## config.mk

```make
export PLATFORM = sky130hd
export DESIGN_NAME = reaction_timer_ctrl
export DESIGN_NICKNAME = d
export VERILOG_FILES = /design/src/rtl/reaction_timer_pkg.sv /design/src/rtl/lfsr16.sv /design/src/rtl/reaction_timer_ctrl.sv
export SDC_FILE = /design/constraint.sdc
export NUM_CORES = 1
export LEC_CHECK = 0
export CORE_ASPECT_RATIO = 1.25
export CORE_MARGIN = 2
export CORE_UTILIZATION = 42
export DETAILED_ROUTE_END_ITERATION = 16
export PLACE_DENSITY = 0.7
export REMOVE_ABC_BUFFERS = 1
export SLEW_MARGIN = 20
export SYNTH_ARGS = -nofsm -noshare
export SYNTH_HDL_FRONTEND = slang
export SYNTH_SLANG_ARGS = --single-unit
```

## constraint.sdc

```tcl
create_clock -name clk -period 2.1 [get_ports clk]
set_clock_uncertainty 0.15 [all_clocks]
set_input_delay 0.63 -clock clk [delete_from_list [all_inputs] [get_ports clk]]
set_output_delay 0.63 -clock clk [all_outputs]
set_load 0.03 [all_outputs]
```

## src/rtl/reaction_timer_pkg.sv

```systemverilog
// rtl/reaction_timer_pkg.sv - shared state encoding and LFSR constants for the reaction timer
package reaction_timer_pkg;

    typedef enum logic [2:0] {
        S_IDLE,
        S_WAIT,
        S_ARMED,
        S_DONE,
        S_EARLY,
        S_TIMEOUT
    } state_t;

    // Feedback taps 16,14,13,11 expressed as bit positions 15,13,12,10
    localparam logic [15:0] LFSR_TAPS         = 16'hB400;
    localparam logic [15:0] LFSR_SEED_DEFAULT = 16'hACE1;

    function automatic logic [15:0] lfsr_next(input logic [15:0] q);
        return {q[14:0], ^(q & LFSR_TAPS)};
    endfunction

endpackage

```

## src/rtl/lfsr16.sv

```systemverilog
// rtl/lfsr16.sv - free-running 16-bit Fibonacci LFSR, loads seed on reset
module lfsr16
    import reaction_timer_pkg::*;
(
    input  logic        clk,
    input  logic        reset,
    input  logic [15:0] seed,
    output logic [15:0] q
);

    logic [15:0] r_q;

    always_ff @(posedge clk) begin
        if (reset) begin
            r_q <= seed;
        end else begin
            r_q <= lfsr_next(r_q);
        end
    end

    assign q = r_q;

endmodule

```

## src/rtl/reaction_timer_ctrl.sv

```systemverilog
// rtl/reaction_timer_ctrl.sv - reaction-test trial sequencer; BEST_TIME_EN adds best-time tracking
module reaction_timer_ctrl
    import reaction_timer_pkg::*;
#(
    parameter int          MIN_DELAY_MS    = 1000,
    parameter int          DELAY_SPAN_BITS = 12,
    parameter int          TIMEOUT_MS      = 9999,
    parameter int          CNT_W           = 14,
    parameter logic [15:0] LFSR_SEED       = LFSR_SEED_DEFAULT
) (
    input  logic             clk,
    input  logic             reset,
    input  logic             tick_1k,
    input  logic             start_pulse,
    input  logic             react_pulse,
    output logic             led_on,
    output logic             busy,
    output logic [CNT_W-1:0] delay_ms,
    output logic [CNT_W-1:0] result_ms,
    output logic             result_valid,
    output logic             early,
    output logic             timeout,
    output logic [CNT_W-1:0] best_ms
);

    localparam logic [CNT_W-1:0] ONE       = CNT_W'(1);
    localparam logic [CNT_W-1:0] TMO_LAST  = CNT_W'(TIMEOUT_MS - 1);
    localparam logic [CNT_W-1:0] TMO_VALUE = CNT_W'(TIMEOUT_MS);

    logic [15:0]      w_lfsr;
    logic             w_unused_lfsr;
    logic [CNT_W-1:0] w_new_delay;

    state_t           r_state;
    logic [CNT_W-1:0] r_dly_cnt;
    logic [CNT_W-1:0] r_ms_cnt;
    logic [CNT_W-1:0] r_delay_ms;
    logic [CNT_W-1:0] r_result_ms;
    logic             r_led_on;
    logic             r_busy;
    logic             r_result_valid;
    logic             r_early;
    logic             r_timeout;

    lfsr16 u_lfsr (
        .clk   (clk),
        .reset (reset),
        .seed  (LFSR_SEED),
        .q     (w_lfsr)
    );

    // Only the low DELAY_SPAN_BITS of the LFSR feed the delay
    assign w_unused_lfsr = ^w_lfsr;
    assign w_new_delay   = CNT_W'(MIN_DELAY_MS) + CNT_W'(w_lfsr[DELAY_SPAN_BITS-1:0]);

    always_ff @(posedge clk) begin
        if (reset) begin
            r_state        <= S_IDLE;
            r_dly_cnt      <= '0;
            r_ms_cnt       <= '0;
            r_delay_ms     <= '0;
            r_result_ms    <= '0;
            r_led_on       <= 1'b0;
            r_busy         <= 1'b0;
            r_result_valid <= 1'b0;
            r_early        <= 1'b0;
            r_timeout      <= 1'b0;
        end else begin
            r_result_valid <= 1'b0;
            case (r_state)
                S_WAIT: begin
                    if (react_pulse) begin
                        r_state        <= S_EARLY;
                        r_result_ms    <= '0;
                        r_result_valid <= 1'b1;
                        r_early        <= 1'b1;
                        r_busy         <= 1'b0;
                    end else if (tick_1k) begin
                        r_dly_cnt <= r_dly_cnt - ONE;
                        if (r_dly_cnt == ONE) begin
                            r_state  <= S_ARMED;
                            r_ms_cnt <= '0;
                            r_led_on <= 1'b1;
                        end
                    end
                end
                S_ARMED: begin
                    // react wins over a same-cycle tick, so the pre-tick count is reported
                    if (react_pulse) begin
                        r_state        <= S_DONE;
                        r_result_ms    <= r_ms_cnt;
                        r_result_valid <= 1'b1;
                        r_led_on       <= 1'b0;
                        r_busy         <= 1'b0;
                    end else if (tick_1k) begin
                        if (r_ms_cnt == TMO_LAST) begin
                            r_state        <= S_TIMEOUT;
                            r_result_ms    <= TMO_VALUE;
                            r_result_valid <= 1'b1;
                            r_led_on       <= 1'b0;
                            r_busy         <= 1'b0;
                            r_timeout      <= 1'b1;
                        end else begin
                            r_ms_cnt <= r_ms_cnt + ONE;
                        end
                    end
                end
                default: begin
                    if (start_pulse) begin
                        r_state    <= S_WAIT;
                        r_dly_cnt  <= w_new_delay;
                        r_delay_ms <= w_new_delay;
                        r_busy     <= 1'b1;
                        r_early    <= 1'b0;
                        r_timeout  <= 1'b0;
                    end
                end
            endcase
        end
    end

`ifdef BEST_TIME_EN
    logic [CNT_W-1:0] r_best_ms;

    always_ff @(posedge clk) begin
        if (reset) begin
            r_best_ms <= '1;
        end else if (r_state == S_ARMED && react_pulse && r_ms_cnt < r_best_ms) begin
            r_best_ms <= r_ms_cnt;
        end
    end

    assign best_ms = r_best_ms;
`else
    assign best_ms = '0;
`endif

    assign led_on       = r_led_on;
    assign busy         = r_busy;
    assign delay_ms     = r_delay_ms;
    assign result_ms    = r_result_ms;
    assign result_valid = r_result_valid;
    assign early        = r_early;
    assign timeout      = r_timeout;

endmodule

```

# [Word level (Yosys, flattened, before mapping)]
# Cells that the tools add are included.
[totals] word_cells=94 mem_bits_ro=0 input_bits=5 ff_bits=80 mem_count=0 output_inout_bits=47 latchBits=0 ramBits=0
[op_classes] magnitude_cmp=0 n_mul=0 n_mux=46 div_mod_pow=0 shifts=0 eq_ne=16 reduce_logical=15 n_bitwise=3 addsub=3
[op_table] operator="2-to-1 mux 14 bit" n=13
[op_table] operator="case mux 14 bit (2 select lines)" n=3
[op_table] operator="2-to-1 mux 3 bit" n=7
[op_table] operator="2-to-1 mux 1 bit" n=17
[op_table] operator="inequality test 2 bit, second input constant" n=8
[op_table] operator="XOR reduction 16 bit" n=1
[op_table] operator="adder 14 x 1 -> 14 bit, second input constant" n=1
[op_table] operator="equality test 14 x 1 -> 1 bit, second input constant" n=1
[op_table] operator="equality test 14 bit, second input constant" n=1
[op_table] operator="subtractor 14 x 1 -> 14 bit, second input constant" n=1
[op_table] operator="adder 10 x 12 -> 13 bit, first input constant" n=1
[op_table] operator="inequality test 3 bit, second input constant" n=4
[op_table] operator="AND reduction 4 bit" n=3
[op_table] operator="case mux 1 bit (2 select lines)" n=5
[op_table] operator="AND reduction 5 bit" n=2
[op_table] operator="AND reduction 7 bit" n=1
[op_table] operator="case mux 3 bit (2 select lines)" n=1
[op_table] operator="AND reduction 6 bit" n=1
[op_table] operator="nonzero test 2 bit" n=3
[op_table] operator="equality test 3 x 1 -> 1 bit, second input constant" n=1
[op_table] operator="equality test 3 x 2 -> 1 bit, second input constant" n=1
[op_table] operator="inverter 1 bit" n=3
[op_table] operator="AND reduction 3 bit" n=1
[op_table] operator="nonzero test 3 bit" n=1
[op_table] operator="2 further kinds" n=2

# [Logic depth before layout (Yosys ltp)]
[logic_depth] ltp_word=5 depth_mapped=9 depth_no_buf=7

# [Cells and area by module]
# Synthesis repeated with hierarchy kept, for this count alone.
[hier_totals] hier_cells=448 area_unflattened_um2=3851.2
[modules_own_cells] module="reaction_timer_ctrl" area_each_um2=3265.6 seq_area_each_um2=1261.2 cells_per_inst=410 instances=1
[modules_own_cells] module="lfsr16" area_each_um2=585.6 seq_area_each_um2=320.3 cells_per_inst=38 instances=1

# [Worst setup path before layout]
# OpenSTA, ideal clock, no wires.
[synth_path] path_kind="input to register" startpoint="input port react_pulse" endpoint="register r_ms_cnt[9]" setup_ps=70 slack_ps=-182 required_time_ps=1880 t_arrival_ps=2062 cell_stages=7 path_buffers=2 cell_sequence="buf_6 nor3b_4 and2_1 clkbuf_4 a32oi_4 or4_1 a21oi_1"
[synth_between] elab_chain_len=2 word_cells_on_any_way=3 classes_between="2 x eq/ne; 1 x reduce/logical"
[synth_rtl] item="start: declaration" line_no="reaction_timer_ctrl.sv:15" source="input logic react_pulse,"
[synth_rtl] item="inequality test 2 bit (no line)"
[synth_rtl] item="AND reduction 7 bit (no line) (*)"
[synth_rtl] item="end signal: assignment" line_no="reaction_timer_ctrl.sv:104" source="r_ms_cnt <= r_ms_cnt + ONE;"
[synth_rtl] item="end: declaration" line_no="reaction_timer_ctrl.sv:36" source="logic [CNT_W-1:0] r_ms_cnt;"
# Mark *: on every way between the ends. The rest lies on a longest branch, timed or not.
# A chain may end at the register's enable or synchronous reset.

# [Final worst setup path]
[layout_path] startpoint="register r_ms_cnt[0]" endpoint="register r_ms_cnt[12]"
[layout_between] elab_chain_len=5 word_cells_on_any_way=8 classes_between="1 x add/sub; 2 x eq/ne; 4 x mux; 1 x reduce/logical"
[layout_rtl] item="adder 14 x 1 -> 14 bit" line_no="reaction_timer_ctrl.sv:104"
[layout_rtl] item="2-to-1 mux 14 bit" line_no="reaction_timer_ctrl.sv:96" source="if (r_ms_cnt == TMO_LAST) begin"
[layout_rtl] item="2-to-1 mux 14 bit" line_no="reaction_timer_ctrl.sv:95" source="end else if (tick_1k) begin"
[layout_rtl] item="2-to-1 mux 14 bit" line_no="reaction_timer_ctrl.sv:89" source="if (react_pulse) begin"
[layout_rtl] item="case mux 14 bit (2 select lines)" line_no="reaction_timer_ctrl.sv:70" source="case (r_state)"
# Parallel ways exist; a longest one is shown, timed or not. The select of a mux whose other input is x is not followed.

==> results.md <==
* Status: finished, violations left
* Failing checks: negative setup slack
* CP Cell Sequence: inv_2 > ha_4 > nor4b_4 > buf_4 > nand4_1 > buf_4 > buf_6 > a32oi_4 > or4_4 > a21oi_2
* Final ANT Viol Nets at 0
* Post-synthesis async set-or-reset flop share at 0%
* Mapped Area at 3580 um^2
* Sequential fraction of the synthesis area at 44.2%
* Startpoint Class: flip-flop
* Crit path buf inv count at 4
* CTS Buf Count at 9
* YS warnings at 0
* First-pass GRT wire length at 14.8 mm
* Int Pwr at 2.61 mW
* Commonest cells after routing, fill and taps aside: 77 x dfxtp_1, 59 x buf_4, 46 x a21oi_1
* Crit path time final at 2.18 ns
* Top delay family on crit path: simple AND/OR/NAND/NOR gates
* Nets@finish at 509
* Yosys reg bits at 79
* Final WS setup at -0.0818 ns
* Buffers added on ports at 36
* Initial antenna violation count at 0
* Worst Hold Class: reg2reg
* Mapped Cells at 406
* Hpwl dp at 6.36 mm
* Setup-failing EPs final at 3
* GRT Overall Usage at 20.1%
* Fraction of layout cells with a size suffix above 1 at 24.8%
* Initial core utilization at 43.4%
* Die Height at 107 um
* Worst Max-Slew Pin Slew at 0.484 ns
* Vias at 3339
* Vias per cell at 5.56
* Sw Pwr at 0.983 mW
* Synth unique cells at 58
* Max_cap viols at 0
* Iteration-0 DRC Markers at 144
* Seq pwr share at 45.6%
* Cell repeated most along the worst path: buf_4
* Fin util at 58.5%
* H-tree depth at 3
* CTS Buffer Depth at 2
* Fin. max-slew vios at 0
* Crit-path max FO at 4
* Chip width at 86.6 um
* Unrepaired setup endpoints after global routing: yes
* Initial DRT Pass Iterations at 4
* Avg Inst Size Synth at 8.82 um^2
* Worst Setup End Kind: flip-flop
* Synth Flop Type: dfxtp_1
* Fill cells at 731
* Diode count at 0
* Hold Fails Final Rpt at 0
* CP max-delay cell: or4_4
* GPL Wtd Cong at 0.877
* Total grt overflow at 0
* Slew margin rel. at 66.9%
* Rows at 37
* Clk network pwr share at 38.6%
* Area occupied by multi-input gates at 2010 um^2
* Vias in the first global route at 3105
* Worst Path Arrival at 2.32 ns
* Sw frac at 27.4%
* Clock Tree Root: clkbuf_8
* Wire per inst at 15.7 um
* Worst reg-to-reg setup slack at -0.08 ns
* Area growth, synth to finish at 34.7%
* Peak supply drop at 0.468 mV
* Tcrit/Tclk final at 104%
* Drt total wl at 9.44 mm
* Skew-Pair Late Insertion Delay at 0.36 ns
* Largest net degree at the start of global routing at 24
* Core area at 8240 um^2
* Pleak at 1.96 nW
* Commonest non-fill, non-tap cell in the layout: dfxtp_1
* Cts hold-fix bufs at 0
* Largest stage delay on the critical path at 0.55 ns
* Post-route setup TNS at -0.143 ns
* Ports at 52
* Worst Path Required at 2.24 ns
* Max Fclk at 0.458 GHz
* TritonCTS clock tree: yes
* Die ar. at 9280 um^2
* Post-synth EDFFs at 0
* Post-route DRC at 0
* TritonCTS Sinks at 79
* Comb pwr share at 15.8%
* PD cells at 745 nW/um^2
* Critical path class: reg2reg
* Clock transition at the registers of the reported paths at 0.08 ns
* Seq. cell area at 1580 um^2
## logic make-up after synthesis
logic type	share of synthesized area (%)
xor+xnor	3.43
flops	44.2
other cells	0.105
simple gates	21.8
buf+inv	6.71
fa+ha+maj	1.75
compound gates	22.0
## final cells by class
cell class | count | share of cell area [%]
timing repair buffer | 101 | 17.5
multi-input combinational | 302 | 41.6
clock buffer | 10 | 2.65
sequential | 79 | 32.9
clock inverter | 6 | 2.41
inverter | 6 | 0.467
tap | 97 | 2.52
## synthesized netlist by cell type, types with 5 or more instances
library cell  instances  area [um^2]
and2_1                5         31.3
o2bb2ai_1             8         70.1
o21a_1                5         37.5
xnor2_1               9         78.8
dfxtp_1              79         1580
nand2_1              36          135
nor2_1               26         97.6
xor2_1                5         43.8
buf_4                16          120
ha_1                  5         62.6
or4_1                 7         52.6
o21ai_0              28          140
nor3_1                7         35.0
a21oi_1              50          250
nor2b_1               9         56.3
a211oi_1              5         37.5
or2_2                 8         50.1
a22o_1                6         52.6
and3_1                6         37.5
clkbuf_1             14         52.6
inv_1                 6         22.5
nand3_1               6         30.0
or3_1                 5         31.3
## power groups by stage
stage / sequential (mW) / clock [mW] / combinational, mW
2_1_floorplan: 1.70 / 0 / 0.280
3_3_place_gp: 1.67 / 0 / 0.552
3_5_place_dp: 1.67 / 0 / 0.560
4_1_cts: 1.64 / 1.41 / 0.557
5_1_grt: 1.65 / 1.49 / 0.620
6_report: 1.64 / 1.39 / 0.568
## per-layer routing
layer	track usage [%]	vias to the layer above	part of all wire (%)
met2	36.0	88	53
met4	6.81	0	2.0
met3	4.23	21	4.5
met1	23.4	1607	41
met5	0	-	0
li1	-	1623	-
## metrics by stage
step                worst slack, ns  std cells  hold WS [ns]  area [um^2]  total power [mW]
floorplan                    -0.239        384         0.239         3410              1.99
global placement             -0.669        573         0.242         4340              2.22
detailed placement           -0.835        573         0.244         4340              2.23
CTS                          0.0188        597         0.264         4680              3.61
global route                 -0.166        601         0.298         4820              3.76
finish                      -0.0818        601         0.263         4820              3.59
## worst reg2reg max path: cells and delay by family, from the launching register on
kind                       cells  cell delay, ns
and+or+nand+nor                3            0.78
buffers and inverters          4            0.44
DFF                            1            0.34
AOI/OAI and AO/OA              2            0.28
adders and majority gates      1            0.14
## path summary, 6_finish.rpt
| kind | start | endpoint | cells after the start |
|---|---|---|---|
| setup / recovery | r_ms_cnt[0] | r_ms_cnt[12] | 10 |
| hold / removal | u_lfsr.q[14] | u_lfsr.q[15] | 1 |
| setup reg to reg | r_ms_cnt[0] | r_ms_cnt[12] | 10 |
| hold reg to reg | u_lfsr.q[14] | u_lfsr.q[15] | 1 |
## flip-flops by register name (all words and copies together) (netlist names)
register / flops
timeout: 1
result_valid: 1
early: 1
r_state: 3
busy: 1
result_ms: 14
delay_ms: 13
led_on: 1
r_ms_cnt: 14
r_dly_cnt: 14
u_lfsr.q: 16
## repair_timing
action	in CTS	in global routing
cloned	2	1
setup endpoints to repair	68	34
pin swaps	7	13
buffers inserted	6	4
gates resized for setup	48	25
Power figures use the tool's default switching activity.
